## src/rtl/regfile_wb_arb.sv

```systemverilog
// Register-file writeback arbiter: in-order pipeline writes win, long-latency LSU results queue in a FIFO
// with a per-register busy scoreboard. Define WB_ARB_STARVE_GUARD_EN to add the forced-drain starve guard.
module regfile_wb_arb #(
    parameter int DEPTH      = 2,
    parameter int STARVE_MAX = 4
) (
    input  logic        clk,
    input  logic        rst_n,
    input  logic        stall,
    input  logic        pipe_valid,
    input  logic [4:0]  pipe_wa,
    input  logic [31:0] pipe_wd,
    input  logic        lsu_valid,
    input  logic [4:0]  lsu_wa,
    input  logic [31:0] lsu_wd,
    output logic        lsu_ready,
    output logic        rf_we,
    output logic [4:0]  rf_wa,
    output logic [31:0] rf_wd,
    input  logic [4:0]  ra1,
    input  logic [4:0]  ra2,
    output logic        busy1,
    output logic        busy2,
    output logic        pipe_hold
);

    localparam int PW = $clog2(DEPTH);
    localparam int CW = PW + 1;

    if (DEPTH < 2 || DEPTH > 8 || (DEPTH & (DEPTH - 1)) != 0 || STARVE_MAX < 1) begin : g_bad_param
        $error("regfile_wb_arb: DEPTH must be a power of 2 in 2..8 and STARVE_MAX >= 1");
    end

`ifdef WB_ARB_STARVE_GUARD_EN
    localparam int SW = $clog2(STARVE_MAX + 1);
    typedef enum logic [1:0] {IDLE, PEND, FORCE} state_t;
`else
    typedef enum logic [1:0] {IDLE, PEND} state_t;
`endif

    logic [4:0]    fifo_wa [DEPTH];
    logic [31:0]   fifo_wd [DEPTH];
    logic [PW-1:0] head;
    logic [PW-1:0] tail;
    logic [CW-1:0] count;
    logic [CW-1:0] count_next;
    logic [31:0]   busy;
    state_t        state;
    state_t        state_next;

    logic pipe_write;
    logic enq;
    logic deq;

    assign pipe_write = !stall && pipe_valid && (pipe_wa != 5'd0);
    assign lsu_ready  = rst_n && (count < CW'(DEPTH)) && !busy[lsu_wa];
    assign enq        = lsu_valid && lsu_ready && (lsu_wa != 5'd0);
    assign deq        = rst_n && !stall && !pipe_write && (count != '0);

    assign busy1 = busy[ra1];
    assign busy2 = busy[ra2];

    always_comb begin
        rf_we = 1'b0;
        rf_wa = 5'd0;
        rf_wd = 32'd0;
        if (rst_n && pipe_write) begin
            rf_we = 1'b1;
            rf_wa = pipe_wa;
            rf_wd = pipe_wd;
        end else if (deq) begin
            rf_we = 1'b1;
            rf_wa = fifo_wa[head];
            rf_wd = fifo_wd[head];
        end
    end

    always_comb begin
        count_next = count;
        case ({enq, deq})
            2'b10:   count_next = count + CW'(1);
            2'b01:   count_next = count - CW'(1);
            default: count_next = count;
        endcase
    end

    // NOTE: payload storage has no reset; count and busy alone define which entries are live.
    always_ff @(posedge clk) begin
        if (enq) begin
            fifo_wa[tail] <= lsu_wa;
            fifo_wd[tail] <= lsu_wd;
        end
    end

    // Pointers wrap naturally because DEPTH is a power of 2.
    always_ff @(posedge clk or negedge rst_n) begin
        if (!rst_n) begin
            head  <= '0;
            tail  <= '0;
            count <= '0;
            busy  <= '0;
        end else begin
            count <= count_next;
            if (enq) begin
                tail       <= tail + PW'(1);
                busy[lsu_wa] <= 1'b1;
            end
            if (deq) begin
                head <= head + PW'(1);
                busy[fifo_wa[head]] <= 1'b0;
            end
        end
    end

`ifdef WB_ARB_STARVE_GUARD_EN
    logic [SW-1:0] starve;
    logic [SW-1:0] starve_next;
`endif

    always_comb begin
        state_next = state;
        case (state)
            IDLE: if (enq) state_next = PEND;
            PEND: begin
                if (count_next == '0) state_next = IDLE;
`ifdef WB_ARB_STARVE_GUARD_EN
                else if (starve == SW'(STARVE_MAX)) state_next = FORCE;
`endif
            end
`ifdef WB_ARB_STARVE_GUARD_EN
            FORCE: if (count_next == '0) state_next = IDLE;
`endif
            default: state_next = IDLE;
        endcase
    end

`ifdef WB_ARB_STARVE_GUARD_EN
    // In PEND the FIFO is non-empty, so a pipeline write always denies the head.
    always_comb begin
        starve_next = '0;
        if (state == PEND && state_next == PEND) begin
            if (deq)             starve_next = '0;
            else if (pipe_write) starve_next = starve + SW'(1);
            else                 starve_next = starve;
        end
    end

    always_ff @(posedge clk or negedge rst_n) begin
        if (!rst_n) starve <= '0;
        else        starve <= starve_next;
    end

    assign pipe_hold = (state == FORCE);
`else
    assign pipe_hold = 1'b0;
`endif

    always_ff @(posedge clk or negedge rst_n) begin
        if (!rst_n) state <= IDLE;
        else        state <= state_next;
    end

endmodule

```

## config.mk

```make
export PLATFORM = sky130hd
export DESIGN_NAME = regfile_wb_arb
export DESIGN_NICKNAME = d
export VERILOG_FILES = /design/src/rtl/regfile_wb_arb.sv
export SDC_FILE = /design/constraint.sdc
export NUM_CORES = 1
export LEC_CHECK = 0
export ABC_AREA = 1
export CAP_MARGIN = 20
export CORE_MARGIN = 4
export CORE_UTILIZATION = 46
export DETAILED_ROUTE_END_ITERATION = 8
export PLACE_DENSITY = 0.77
export SLEW_MARGIN = 20
export SYNTH_ARGS = -nofsm -noshare
export SYNTH_HDL_FRONTEND = slang
export SYNTH_SLANG_ARGS = --single-unit
```

## constraint.sdc

```tcl
create_clock -name clk -period 3.2 [get_ports clk]
set_input_delay 0.96 -clock clk [delete_from_list [all_inputs] [get_ports clk]]
set_output_delay 0.96 -clock clk [all_outputs]
set_load 0.1 [all_outputs]
```

==> flow_summary.toml <==
[min_path]
hold_depth = 2
hp-start = "tail"
hold_end = "tail"
hold_class = "flop to flop"

[setup_path]
r2r_start = "busy[6]"
cp_top_family = "buffers and inverters"
cpPeakStageDelay_ns = 0.32
critPathBufInv = 5
reg2regPathDepth = 15
crit_slowest_cell = "o32ai_4"
critPathLaunch = "pipe_wa[4]"
r2r-end = "count[1]"
end_kind = "output pin"
path_class = "input port to output pin"
crit_chain = "buf_8 -> nor3_4 -> nand3_4 -> buf_6 -> nand2_4 -> nand2_4 -> buf_12 -> buf_16 -> o32ai_4 -> buf_12"
cp.arrival_ns = 2.52
worstPathMaxFanout = 9
startpoint_type = "input port"
worstPathRequired_ns = 2.24
r2r_slack_ns = 0.65

[power_and_ir_drop]
p_total_mw = 5.98
power_leakage_nw = 4.08
p_per_area_nw_per_um2 = 602
vdd_drop_max_mv = 0.508

[floorplan]
die_w_microns = 120
die_h_microns = 120
core_sq_um = 12200
initial_utilization = 0.475
num_rows = 40
die_area_sq_um = 14400
io-pin-count = 131

[synthesis]
yosysWarningCount = 0
ys_types = 27
ys.flop_type = "edfxtp_1"
synth_commonest_cells = "nor2_1 (128), inv_1 (101), nand2_1 (85), edfxtp_1 (74), a21oi_1 (58)"
synth_nets = 769
synth_edf_count = 74
synth_top_area_frac = 0.384
netlist_instances = 679
ys_seq_area_frac = 0.540
postSynth.asyncResetShare = 0.327
yosys.cell_count.top_type = "nor2_1"
synth.cell_area_sq_um = 5780
synth_top_area_cell = "edfxtp_1"
postSynthAreaPerCell_sq_um = 8.52
ys_ff_latch = 110
ys_top_cells_by_area = "edfxtp_1 (38%), dfrtp_1 (16%), nor2_1 (8.3%)"

[route]
routed_via_density = 5.91
drtAntennaViolNets = 0
vias = 6300
wire_per_inst_microns = 22.2
drt_iter0_drc = 833
drc = 0
firstDrtPassIters = 7
wirelength_mm = 23.7

[sta]
worst_pin_slew_ns = 0.630
maxSlewViolCount = 0
min_period_ns = 3.48
setup_viol = 39
hold_ws_ns = 0.479
fin_ws_ns = -0.276
fin_skew_ns = 0.0145
slew_headroom = 0.576
rsz0062_at_grt = "true"
fin_tns_setup_ns = -6.41
max_freq_mhz = 288
hold_violations = 0
final.period_utilization = 1.09

[cts]
cts-root-buf = "clkbuf_16"
cts_tree = "done"
clock_sinks = 110
clk_path_buf_depth = 2
cts_buffers = 9
cts_hold_buf = 0
htreeDepth = 3
path_clk_slew_ns = 0.07
insertion_delay_ns = 0.37

[outcome]
violations = "negative setup slack"
status = "finished, violations left"

[global_routing]
grt_max_degree = 38
grt_pass1_vias = 6183
grtUsageTotal = 0.311
grt_overflow_total = 0
grt_pass1_wl_mm = 34.3
antenna_found_initial = 0

[layout]
drive_gt1_frac = 0.303
nets = 983
diodes = 0
n_fill_cell = 663
area_growth_pct = 72.0

[placed_design]
dpl.hpwl_mm = 14.9
io_buffers = 129
place_congestion = 0.941

[job]
maxCapViolCount = 0
==> cell families (layout without fill, tap and decap cells) <==
family,Yosys count,after routing,share of synthesized area
AO/OA/AOI/OAI,156,156,0.162
XOR/XNOR,3,3,0.00455
adder cells (fa/ha/maj),1,1,0.00216
buffers and inverters,135,354,0.0972
flip-flops,110,110,0.540
other,1,1,0.000649
AND/OR/NAND/NOR,273,273,0.193
==> registers in the layout, summed over array words and instances, names as in the netlist <==
| signal | cells |
|---|---|
| head | 1 |
| count | 2 |
| fifo_wa | 10 |
| fifo_wd | 64 |
| tail | 1 |
| busy | 32 |
==> where the power goes <==
part	internal (mW)	switching [mW]	leakage [nW]
logic	1.06	1.86	2.92
clock network	0.538	0.564	0.130
registers	1.76	0.199	1.02
total	3.36	2.62	4.08
==> worst max path at each step <==
| stage | endpoint | slack [ns] | depth (start not counted) |
|---|---|---|---|
| floorplan | rf_wd[18] | -0.37 | 7 |
| global route | rf_wd[0] | -0.28 | 10 |
| detailed placement | rf_wd[24] | -0.50 | 8 |
| global placement | rf_wd[27] | -0.49 | 8 |
| finish | rf_wd[0] | -0.28 | 10 |
| CTS | rf_wd[16] | -0.18 | 10 |
==> what timing repair did <==
action	in CTS	in global routing
setup endpoints to repair	53	41
gates resized for setup	117	56
pin swaps	52	32
gates cloned	8	2
buffers inserted	27	5
==> routing by layer <==
layer,GRT usage,up-vias,part of all wire
met4,0.146,0,0.056
li1,-,2724,-
met1,0.386,2983,0.36
met5,0,-,0
met2,0.520,460,0.49
met3,0.0622,133,0.091
==> placed cells by master (no fill, tap or decap), drive strengths merged, types with 2 or more instances in the layout <==
master / Yosys / routed
a211oi: 7 / 7
a21oi: 58 / 58
a31oi: 2 / 2
buf: 13 / 153
clkbuf: 19 / 18
clkdlybuf4s15: 0 / 2
clkdlybuf4s50: 0 / 69
clkinv: 0 / 2
clkinvlp: 0 / 5
dfrtp: 36 / 36
edfxtp: 74 / 74
inv: 103 / 103
nand2: 85 / 85
nand3: 45 / 45
nor2: 129 / 129
nor3: 9 / 9
o211ai: 4 / 4
o21ai: 48 / 48
o22ai: 5 / 5
o32ai: 32 / 32
or2: 5 / 5
xnor2: 2 / 2
==> tightest hold or removal path: stages (launching register included) <==
cell,delay (ns)
dfrtp_1,0.35
nand2_1,0.06
nand2_1,0.05
==> cell type report <==
cell class                 instances  area [sq um]  area share
clock buffer                       9           225      0.0226
inverter                         103           409      0.0411
clock inverter                     7          57.6     0.00579
sequential                       110          3120       0.314
timing repair buffer             235          2930       0.295
multi-input combinational        434          2990       0.301
tap                              168           210      0.0211
==> stage by stage <==
| step | utilization | setup slack (ns) | cells | instance area, sq um |
|---|---|---|---|---|
| final | 0.818 | -0.276 | 1066 | 9940 |
| after global routing | 0.818 | -0.275 | 1066 | 9940 |
| after CTS | 0.803 | -0.177 | 1060 | 9770 |
| after detailed placement | 0.730 | -0.496 | 1012 | 8870 |
| after global placement | 0.730 | -0.486 | 1012 | 8870 |
| after floorplan | - | -0.372 | 679 | 6590 |
No activity file was read; power rests on OpenSTA's default activity.
